==> src/rtl/rob_brq_pkg.sv <==
// Shared types and constants for the branch resolution queue.
package rob_brq_pkg;
    localparam int BPTAG_W      = 16;
    localparam int BRQ_DEPTH    = 16;
    localparam int BRQ_IDX_W    = 4;
    // Predictor tag layout: {pht_data[1:0], pht_idx[13:0]}
    localparam int PHT_DATA_LSB = 14;
    localparam int PHT_DATA_W   = 2;
    localparam int PHT_IDX_LSB  = 0;
    localparam int PHT_IDX_W    = 14;

    typedef logic [BPTAG_W-1:0] bptag_t;

    typedef struct packed {
        bptag_t tag;
        logic   pred;
    } brq_alloc_t;
endpackage

==> src/rtl/rob_brq_if.sv <==
// Dispatch / branch-unit / ROB / predictor-update signals of the branch queue.
import rob_brq_pkg::*;

interface rob_brq_if #(parameter int IDX_W = BRQ_IDX_W);
    logic             alloc_req;
    bptag_t           alloc_bptag;
    logic             alloc_bptaken;
    logic             brq_alloc_ready;
    logic [IDX_W-1:0] brq_alloc_idx;
    logic             br_res_valid;
    logic [IDX_W-1:0] br_res_idx;
    logic             br_res_taken;
    logic             ret_req;
    logic             brq_ret_ready;
    logic             ext_flush;
    logic             rob_ret_branch;
    bptag_t           rob_ret_bptag;
    logic             rob_ret_bptaken;
    logic             rob_flush;

    modport slave (
        input  alloc_req, alloc_bptag, alloc_bptaken, br_res_valid, br_res_idx,
               br_res_taken, ret_req, ext_flush,
        output brq_alloc_ready, brq_alloc_idx, brq_ret_ready, rob_ret_branch,
               rob_ret_bptag, rob_ret_bptaken, rob_flush
    );

    modport master (
        output alloc_req, alloc_bptag, alloc_bptaken, br_res_valid, br_res_idx,
               br_res_taken, ret_req, ext_flush,
        input  brq_alloc_ready, brq_alloc_idx, brq_ret_ready, rob_ret_branch,
               rob_ret_bptag, rob_ret_bptaken, rob_flush
    );
endinterface

==> src/rtl/rob_brq_entry.sv <==
// One branch queue slot: valid/resolved state plus tag, predicted and actual direction.
import rob_brq_pkg::*;

module brq_entry (
    input  logic       clk,
    input  logic       rst,
    input  logic       clr,
    input  logic       alloc_we,
    input  brq_alloc_t alloc_data,
    input  logic       res_we,
    input  logic       res_taken,
    input  logic       ret_clr,
    output logic       valid,
    output logic       resolved,
    output logic       pred,
    output logic       taken,
    output bptag_t     tag
);
    always_ff @(posedge clk) begin
        if (rst) begin
            valid    <= 1'b0;
            resolved <= 1'b0;
            pred     <= 1'b0;
            taken    <= 1'b0;
            tag      <= '0;
        end else if (clr) begin
            valid    <= 1'b0;
            resolved <= 1'b0;
        end else if (alloc_we) begin
            valid    <= 1'b1;
            resolved <= 1'b0;
            pred     <= alloc_data.pred;
            taken    <= 1'b0;
            tag      <= alloc_data.tag;
        end else if (ret_clr) begin
            valid    <= 1'b0;
            resolved <= 1'b0;
        end else if (res_we && valid) begin
            // stale resolves to empty slots are dropped here
            resolved <= 1'b1;
            taken    <= res_taken;
        end
    end
endmodule

==> src/rtl/rob_brq.sv <==
// Branch resolution queue: program-ordered branch slots, retire-time predictor update and flush.
import rob_brq_pkg::*;

module rob_brq #(
    parameter int DEPTH = BRQ_DEPTH,
    parameter int IDX_W = BRQ_IDX_W
) (
    input logic      clk,
    input logic      rst,
    rob_brq_if.slave bus
);
    localparam logic [IDX_W:0] FULL = (IDX_W+1)'(DEPTH);

    logic [IDX_W:0]   head, tail, count;
    logic [IDX_W-1:0] head_idx, tail_idx;
    logic [DEPTH-1:0] valid, resolved, pred, taken;
    logic [DEPTH-1:0][BPTAG_W-1:0] tags;
    logic alloc_ok, ret_ok, mispred, clear_all;
    brq_alloc_t alloc_data;

    assign head_idx = head[IDX_W-1:0];
    assign tail_idx = tail[IDX_W-1:0];

    // readiness is from registered state only; a same-cycle retire frees nothing
    assign bus.brq_alloc_ready = (count != FULL);
    assign bus.brq_alloc_idx   = tail_idx;
    assign bus.brq_ret_ready   = valid[head_idx] & resolved[head_idx];

    assign alloc_ok   = bus.alloc_req & bus.brq_alloc_ready;
    assign ret_ok     = bus.ret_req & bus.brq_ret_ready;
    assign mispred    = ret_ok & (pred[head_idx] != taken[head_idx]);
    assign clear_all  = mispred | bus.ext_flush;
    assign alloc_data = '{tag: bus.alloc_bptag, pred: bus.alloc_bptaken};

    for (genvar g = 0; g < DEPTH; g++) begin : g_entry
        brq_entry u_entry (
            .clk       (clk),
            .rst       (rst),
            .clr       (clear_all),
            .alloc_we  (alloc_ok && tail_idx == IDX_W'(g)),
            .alloc_data(alloc_data),
            .res_we    (bus.br_res_valid && bus.br_res_idx == IDX_W'(g)),
            .res_taken (bus.br_res_taken),
            .ret_clr   (ret_ok && head_idx == IDX_W'(g)),
            .valid     (valid[g]),
            .resolved  (resolved[g]),
            .pred      (pred[g]),
            .taken     (taken[g]),
            .tag       (tags[g])
        );
    end

    always_ff @(posedge clk) begin
        if (rst || clear_all) begin
            head  <= '0;
            tail  <= '0;
            count <= '0;
        end else begin
            head <= head + (IDX_W+1)'(ret_ok);
            tail <= tail + (IDX_W+1)'(alloc_ok);
            case ({alloc_ok, ret_ok})
                2'b10:   count <= count + 1'b1;
                2'b01:   count <= count - 1'b1;
                default: count <= count;
            endcase
        end
    end

    // a retire accepted alongside ext_flush still reports to the predictor
    always_ff @(posedge clk) begin
        if (rst) begin
            bus.rob_ret_branch  <= 1'b0;
            bus.rob_ret_bptag   <= '0;
            bus.rob_ret_bptaken <= 1'b0;
            bus.rob_flush       <= 1'b0;
        end else begin
            bus.rob_ret_branch  <= ret_ok;
            bus.rob_ret_bptag   <= ret_ok ? tags[head_idx] : '0;
            bus.rob_ret_bptaken <= ret_ok & taken[head_idx];
            bus.rob_flush       <= clear_all;
        end
    end
endmodule
==> src/flat_wrapper.sv <==
// flat-port wrapper written by rule: the top's interface ports become plain ports
module rob_brq_flat 
#(
    parameter int DEPTH = BRQ_DEPTH,
    parameter int IDX_W = BRQ_IDX_W
)
  (clk, rst, bus_alloc_req, bus_alloc_bptag, bus_alloc_bptaken, bus_br_res_valid, bus_br_res_idx, bus_br_res_taken, bus_ret_req, bus_ext_flush, bus_brq_alloc_ready, bus_brq_alloc_idx, bus_brq_ret_ready, bus_rob_ret_branch, bus_rob_ret_bptag, bus_rob_ret_bptaken, bus_rob_flush);
  rob_brq_if #(.IDX_W(IDX_W)) bus_i ();
  input logic clk;
  input logic rst;
  input wire logic [$bits(bus_i.alloc_req)-1:0] bus_alloc_req;
  input wire logic [$bits(bus_i.alloc_bptag)-1:0] bus_alloc_bptag;
  input wire logic [$bits(bus_i.alloc_bptaken)-1:0] bus_alloc_bptaken;
  input wire logic [$bits(bus_i.br_res_valid)-1:0] bus_br_res_valid;
  input wire logic [$bits(bus_i.br_res_idx)-1:0] bus_br_res_idx;
  input wire logic [$bits(bus_i.br_res_taken)-1:0] bus_br_res_taken;
  input wire logic [$bits(bus_i.ret_req)-1:0] bus_ret_req;
  input wire logic [$bits(bus_i.ext_flush)-1:0] bus_ext_flush;
  output wire logic [$bits(bus_i.brq_alloc_ready)-1:0] bus_brq_alloc_ready;
  output wire logic [$bits(bus_i.brq_alloc_idx)-1:0] bus_brq_alloc_idx;
  output wire logic [$bits(bus_i.brq_ret_ready)-1:0] bus_brq_ret_ready;
  output wire logic [$bits(bus_i.rob_ret_branch)-1:0] bus_rob_ret_branch;
  output wire logic [$bits(bus_i.rob_ret_bptag)-1:0] bus_rob_ret_bptag;
  output wire logic [$bits(bus_i.rob_ret_bptaken)-1:0] bus_rob_ret_bptaken;
  output wire logic [$bits(bus_i.rob_flush)-1:0] bus_rob_flush;
  assign bus_i.alloc_req = bus_alloc_req;
  assign bus_i.alloc_bptag = bus_alloc_bptag;
  assign bus_i.alloc_bptaken = bus_alloc_bptaken;
  assign bus_i.br_res_valid = bus_br_res_valid;
  assign bus_i.br_res_idx = bus_br_res_idx;
  assign bus_i.br_res_taken = bus_br_res_taken;
  assign bus_i.ret_req = bus_ret_req;
  assign bus_i.ext_flush = bus_ext_flush;
  assign bus_brq_alloc_ready = bus_i.brq_alloc_ready;
  assign bus_brq_alloc_idx = bus_i.brq_alloc_idx;
  assign bus_brq_ret_ready = bus_i.brq_ret_ready;
  assign bus_rob_ret_branch = bus_i.rob_ret_branch;
  assign bus_rob_ret_bptag = bus_i.rob_ret_bptag;
  assign bus_rob_ret_bptaken = bus_i.rob_ret_bptaken;
  assign bus_rob_flush = bus_i.rob_flush;
  rob_brq #(.DEPTH(DEPTH), .IDX_W(IDX_W)) u_core (.clk(clk), .rst(rst), .bus(bus_i));
endmodule
==> config.mk <==
export PLATFORM = sky130hd
export DESIGN_NAME = rob_brq_flat
export DESIGN_NICKNAME = d
export VERILOG_FILES = /design/src/rtl/rob_brq_pkg.sv /design/src/rtl/rob_brq_if.sv /design/src/rtl/rob_brq_entry.sv /design/src/rtl/rob_brq.sv /design/src/flat_wrapper.sv
export SDC_FILE = /design/constraint.sdc
export NUM_CORES = 1
export LEC_CHECK = 0
export CAP_MARGIN = 20
export CORE_ASPECT_RATIO = 2
export CORE_MARGIN = 2
export CORE_UTILIZATION = 55
export CTS_CLUSTER_DIAMETER = 50
export DETAILED_ROUTE_END_ITERATION = 6
export PLACE_DENSITY = 0.73
export RECOVER_POWER = 50
export SLEW_MARGIN = 20
export SYNTH_ARGS = -nofsm -noshare
export SYNTH_HDL_FRONTEND = slang
export SYNTH_SLANG_ARGS = --single-unit
==> constraint.sdc <==
create_clock -name clk -period 4.7 [get_ports clk]
set_input_delay 0.705 -clock clk [delete_from_list [all_inputs] [get_ports clk]]
set_output_delay 0.705 -clock clk [all_outputs]
set_load 0.005 [all_outputs]
## After elaboration in Yosys (flattened, before gate mapping)

Cells that the tools add are included.

- Add/sub/neg operators: 4
- Multiply operators: 0
- Div/mod/pow operators: 0
- $lt $le $gt $ge: 1
- Eq/ne operators: 65
- Shifts and indexed selects: 0
- Muxes and demuxes: 91
- Bitwise operators: 8
- Reductions and logical operators: 151

Operators with widths:

| operator | number |
|---|---|
| == test 4 bit (second input constant) | 24 |
| two-way mux 1 bit | 84 |
| nonzero test 2 bit | 33 |
| binary-select mux 16 bit (select 4 bit) | 1 |
| logical AND 1 bit | 64 |
| OR reduction 4 bit | 16 |
| == test 4 x 3 -> 1 bit (second input constant) | 12 |
| AND reduction 3 bit | 16 |
| inequality test 2 bit (second input constant) | 16 |
| AND reduction 2 bit | 16 |
| == test 4 x 2 -> 1 bit (second input constant) | 6 |
| binary-select mux 1 bit (select 4 bit) | 4 |
| two-way mux 16 bit | 1 |
| == test 4 x 1 -> 1 bit (second input constant) | 3 |
| logical NOT 4 bit | 3 |
| adder 5 x 1 -> 5 bit | 2 |
| case mux 5 bit (2 select lines) | 1 |
| adder 5 x 1 -> 5 bit (second input constant) | 1 |
| AND 1 bit | 5 |
| less-than comparator 4 x 5 -> 1 bit (second input constant) | 1 |
| inequality test 5 bit (second input constant) | 1 |
| subtractor 5 x 1 -> 5 bit (second input constant) | 1 |
| OR reduction 2 bit | 2 |
| == test 2 x 1 -> 1 bit (second input constant) | 1 |
| other kinds (5) | 6 |

- Register bits: 354
- Bits in latches: 0
- Memory bits (writable): 0
- Memory bits (read-only): 0
- Memories kept: 0

## Logic depth before layout (Yosys ltp)

- Depth in word-level cells: 8
- Mapped depth: 16
- Depth with buffers taken out: 14

## Modules after synthesis

Synthesis repeated with hierarchy kept, for this count alone.

- Cells, all modules: 1804
- Area total of the unflattened synthesis: 17007.6 µm²

Modules (own cells, without submodules):

| module | times used | cells an instance | area an instance (µm²) | seq. area each (µm²) |
|---|---|---|---|---|
| brq_entry | 16 | 91 | 814.5 | 400.4 |
| rob_brq | 1 | 348 | 3975.1 | 640.6 |

## Least setup slack after synthesis

No wires, ideal clock.

- Kind: reg2reg
- Start point: register u_core.head[3]
- End point: register u_core.count[4]
- Library setup time: 128 ps
- Arrival time: 3258 ps
- Required time: 4572 ps
- Slack: 1314 ps
- Cell stages (with the launch flop): 16
- Clock period less this slack: 3386 ps
- Path through: dfxtp_1 -> buf_6 -> mux4_2 -> mux4_2 -> nand2_2 -> buf_6 -> inv_2 -> buf_6 -> ha_1 -> ha_1 -> nor2b_1 -> o21ai_0 -> a21oi_1 -> nor3_1 -> xnor2_1 -> nor2_1

- Cells in the longest elaborated chain, start to end: 7
- Elaborated cells on any way between the ends: 18

Ends and longest elaborated chain:

| item | line | text |
|---|---|---|
| from (decl) | rob_brq.sv:14 | `logic [IDX_W:0] head, tail, count;` |
| from (signal assigned) | rob_brq.sv:59 | `head <= head + (IDX_W+1)'(ret_ok);` |
| binary-select mux 1 bit (select 4 bit) | rob_brq.sv:27 | `assign bus.brq_ret_ready = valid[head_idx] & resolved[head_idx];` |
| two-way mux 1 bit (not written as such) | rob_brq.sv:27 |  |
| AND 1 bit (*) | rob_brq.sv:27 |  |
| via bus_brq_ret_ready | flat_wrapper.sv:21 | `output wire logic [$bits(bus_i.brq_ret_ready)-1:0] bus_brq_ret_ready;` |
| AND 1 bit (*) | rob_brq.sv:30 | `assign ret_ok = bus.ret_req & bus.brq_ret_ready;` |
| via u_core.ret_ok | rob_brq.sv:18 | `logic alloc_ok, ret_ok, mispred, clear_all;` |
| parallel branches: the longest is 3 deep, another holds case mux 5 bit (2 select lines) | - |  |
| to (signal assigned) | rob_brq.sv:62 | `2'b10: count <= count + 1'b1;` |
| to (signal assigned) | rob_brq.sv:63 | `2'b01: count <= count - 1'b1;` |
| to (signal assigned) | rob_brq.sv:64 | `default: count <= count;` |
| to (decl) | rob_brq.sv:14 |  |

Mark *: on every way through the listed nets, which the timed path passes. The select of a mux whose other input is x is not followed.
A chain may end at the register's enable or synchronous reset.

## Worst setup path in the final report

- Start point: register u_core.head[3]
- End point: register u_core.g_entry[10].u_entry.tag[14]

- Cells in the longest elaborated chain, start to end: 8
- Elaborated cells on any way between the ends: 15

Ends and longest elaborated chain:

| item | line | text |
|---|---|---|
| binary-select mux 1 bit (select 4 bit) | rob_brq.sv:27 |  |
| two-way mux 1 bit (not written as such) | rob_brq.sv:27 |  |
| AND 1 bit | rob_brq.sv:27 |  |
| AND 1 bit | rob_brq.sv:30 |  |
| AND 1 bit (*) | rob_brq.sv:31 | `assign mispred = ret_ok & (pred[head_idx] != taken[head_idx]);` |
| bitwise OR 1 bit (*) | rob_brq.sv:32 | `assign clear_all = mispred \| bus.ext_flush;` |
| inverter 1 bit (no source line) (*) | - |  |
| AND reduction 2 bit (no source line) (*) | - |  |
| to (signal assigned) | rob_brq_entry.sv:34 | `tag <= alloc_data.tag;` |
| to (decl) | rob_brq_entry.sv:17 | `output bptag_t tag` |

Mark *: on every way between the ends. The rest lies on a longest branch, timed or not. The select of a mux whose other input is x is not followed.

==> flow_summary_export.csv <==
group,metric,value,unit
outcome,status,"finished with violations",
outcome,violations,"max-capacitance violations, max-slew violations",
timing,final.setup_skew,0.01216,ns
global_route,grt_first_pass_wirelength,62.20,mm
layout,syn_to_final_growth,9.753,%
critical_path,required,5.13,ns
timing,tightest_slew,1.496,ns
power_and_ir_drop,p_int,4.591,mW
global_route,grt_max_degree,114,
floorplan,start_util,55.66,%
critical_path,path_common_cell,"mux4_2",
clock_tree,cts_setup_buffers,0,
clock_tree,holdBufCountCts,0,
hold_path,hold_class,"register to register",
clock_tree,cts_root_buf,"clkbuf_16",
critical_path,crit_path_start_kind,"register",
timing,slew_headroom,-0.7620,%
yosys,synth_top_family_by_area,"multiplexers",
yosys,synth_fa_ha_area_share,0.7538,%
clock_tree,h-tree-depth,1,
power_and_ir_drop,p_sw_share,21.85,%
power_and_ir_drop,p_leak,7.771,nW
critical_path,arrival,4.42,ns
layout,diodes,0,
timing,slew_violations,1,
routing,viasPerCell,6.043,
layout,final_nets,1544,
routing,wl,38.97,mm
routing,routedWlPerCell,20.61,um
clock_tree,cts_buffer_depth,3,
placed_design,dpl.hpwl,24.41,mm
yosys,synth-simple-area-share,14.63,%
yosys,ys_warn_count,0,
routing,drtAntennaViolNets,0,
floorplan,ioPinCount,53,
clock_tree,postCtsResizedCells,0,
clock_tree,clock-sinks,352,
yosys,synth_compound_area_share,4.578,%
timing,finalHoldViolCount,0,
floorplan,die-area,30430,um2
timing,fmax,250.7,MHz
timing,setup_tns,0,ns
placed_design,placed_area,16490,um2
critical_path,worstPathCellList,"mux4_2, mux4_2, nand2_1, clkbuf_1, o21ai_0, buf_4, mux2i_1",
layout,final_core_util,61.09,%
yosys,synthFlopType,"dfxtp_1",
timing,period_share,84.88,%
global_route,grt_remaining_overflow,0,
critical_path,crit_type,"register to register",
layout,drive_gt1_share,12.34,%
layout,multi_input_area,8089,um2
placed_design,dp_cells,1835,
global_route,antenna_found_initial,0,
yosys,ys_seq_elements,352,
clock_tree,clock_latency,0.58,ns
routing,vias,11427,
clock_tree,numCtsBuffers,30,
yosys,syn-mean-instance-area,10.50,um2
power_and_ir_drop,p_sw,1.283,mW
routing,dr.pass1.iters,6,
yosys,ys_async_sr_fraction,0,%
power_and_ir_drop,p_total,5.874,mW
critical_path,cp_max_fo,19,
yosys,synth_edf_count,0,
power_and_ir_drop,seqPwrFrac,51.1,%
yosys,seq_area_frac_synth,44.22,%
clock_tree,cts_tree,"built",
critical_path,path_buf_inv,2,
critical_path,cp_slowest_cell,"clkbuf_1",
timing,rsz0062_at_grt,"false",
timing,whs,0.4580,ns
yosys,synth_mux_area_share,30.23,%
critical_path,cp-end-kind,"register",
power_and_ir_drop,clkPwrFrac,45.4,%
critical_path,cpPeakStageDelay,0.85,ns
placed_design,place_ws,1.011,ns
yosys,netlist_area,15930,um2
timing,setup_ws,0.7107,ns
global_route,grt_usage,25.31,%
yosys,syn-instance-count,1518,
yosys,synth_xor_area_share,0.5418,%
layout,fill_cells,2303,
critical_path,path_delay_family,"multiplexers",
power_and_ir_drop,irDropWorstVdd,0.0003418,V
global_route,grt_pass1_vias,11700,
layout,final_cells,1891,
floorplan,fp.dieH,244.7,um
timing,timing.final.crit_period,3.989,ns
power_and_ir_drop,powerDensity,335.9,nW/um2
floorplan,dieWidth,124.4,um
run,drv_cap,1,
layout,regArea,7054,um2
layout,design_area,17490,um2
routing,drt-initial-drc-count,784,
clock_tree,clkSlewWorstSetupHoldPaths,0.07,ns
placed_design,io_buffers,52,
floorplan,num_rows,88,
timing,setup_viol,0,
yosys,synthesis.nets,1555,
floorplan,core,28630,um2
placed_design,gp_congestion,0.9303,
yosys,synth.distinct_cells,61,
routing,route.detailed.drc,0,
power_and_ir_drop,comb_power_share,3.5,%
## worst paths after layout
check	from	endpoint	slack (ns)	cells past startpoint
worst max-delay path	u_core.head[3]	u_core.g_entry[10].u_entry.tag[14]	0.71	7
worst min-delay path	u_core.g_entry[2].u_entry.tag[7]	u_core.g_entry[2].u_entry.tag[7]	0.46	2
worst max register to register	u_core.head[3]	u_core.g_entry[10].u_entry.tag[14]	0.71	7
worst min register to register	u_core.g_entry[2].u_entry.tag[7]	u_core.g_entry[2].u_entry.tag[7]	0.46	2
## state kept, by name, indices dropped and copies added (netlist names)
name                             count
u_core.bus.rob_ret_branch            1
u_core.bus.rob_ret_bptaken           1
u_core.g_entry.u_entry.resolved     16
u_core.bus.rob_ret_bptag            16
u_core.g_entry.u_entry.pred         16
u_core.head                          4
u_core.g_entry.u_entry.valid        16
u_core.bus.rob_flush                 1
u_core.g_entry.u_entry.tag         256
u_core.g_entry.u_entry.taken        16
u_core.tail                          4
u_core.count                         5
## kinds of logic after synthesis
| group | after synthesis |
|---|---|
| XOR/XNOR | 9 |
| flip-flops | 352 |
| AO/OA/AOI/OAI | 102 |
| adder cells (fa/ha/maj) | 9 |
| multiplexers | 365 |
| buffers and inverters | 149 |
| AND/OR/NAND/NOR | 532 |
## area by class of cell
| class | instances | share of cell area (%) |
|---|---|---|
| well taps | 360 | 2.576 |
| multi-input cells | 1017 | 46.25 |
| clock inverters | 12 | 1.030 |
| inverters | 23 | 0.5366 |
| clock buffers | 44 | 5.058 |
| flip-flops and latches | 352 | 40.34 |
| repair buffers | 83 | 4.207 |
## worst register-to-register path, stage by stage (launching register included)
cell,delay [ns]
dfxtp_1,0.58
mux4_2,0.62
mux4_2,0.53
nand2_1,0.10
clkbuf_1,0.85
o21ai_0,0.56
buf_4,0.41
mux2i_1,0.19
## per-layer routing
| layer | GRT usage, % | routed length (um) |
|---|---|---|
| met5 | 0 | 0 |
| met4 | 11.10 | 1664 |
| met3 | 2.899 | 1936 |
| met2 | 42.48 | 19020 |
| met1 | 33.05 | 16350 |
## power groups by stage
stage	sequential, mW	clock, mW	combinational (mW)
final	3.00	2.67	0.208
after CTS	3.00	2.71	0.208
after detailed placement	3.07	0	0.206
after floorplan	3.07	0	0.140
after global routing	3.00	2.82	0.224
after global placement	3.07	0	0.202
## layout by cell type, fill, tap and decap left out, types with 4 or more instances in the layout
| cell | count |
|---|---|
| nand2_1 | 339 |
| ha_1 | 8 |
| clkdlybuf4s50_1 | 28 |
| o22ai_1 | 9 |
| inv_1 | 22 |
| clkbuf_2 | 9 |
| nor2b_1 | 30 |
| nor3b_1 | 4 |
| nand4_1 | 11 |
| o21ai_2 | 6 |
| o21ai_0 | 14 |
| a221oi_1 | 8 |
| o211ai_1 | 6 |
| buf_4 | 19 |
| nand3_1 | 32 |
| xnor2_1 | 5 |
| a21oi_1 | 27 |
| nor3_1 | 15 |
| bufinv_16 | 4 |
| mux4_2 | 93 |
| clkinv_2 | 4 |
| clkbuf_1 | 9 |
| and3_1 | 11 |
| clkbuf_16 | 31 |
| dlygate4sd3_1 | 24 |
| and2_1 | 17 |
| nand2b_1 | 10 |
| mux2i_1 | 272 |
| o211ai_2 | 5 |
| dfxtp_1 | 350 |
| nor2_1 | 49 |
| clkbuf_8 | 6 |
## cell usage after synthesis (10+ instances only)
| library cell | n | area, um2 |
|---|---|---|
| clkbuf_1 | 69 | 259.0 |
| inv_1 | 22 | 82.58 |
| nor2_1 | 49 | 183.9 |
| nand3_1 | 32 | 160.2 |
| nor2b_1 | 30 | 187.7 |
| buf_4 | 16 | 120.1 |
| nand2b_1 | 10 | 62.56 |
| nor3_1 | 15 | 75.07 |
| a21oi_1 | 27 | 135.1 |
| nand2_1 | 338 | 1269 |
| mux2i_1 | 272 | 2723 |
| o21ai_1 | 11 | 55.05 |
| mux4_2 | 93 | 2095 |
| dfxtp_1 | 352 | 7047 |
| nand4_1 | 11 | 68.82 |
| buf_6 | 23 | 259.0 |
| and3_1 | 11 | 68.82 |
| and2_1 | 17 | 106.4 |
Power figures use the tool's default switching activity.
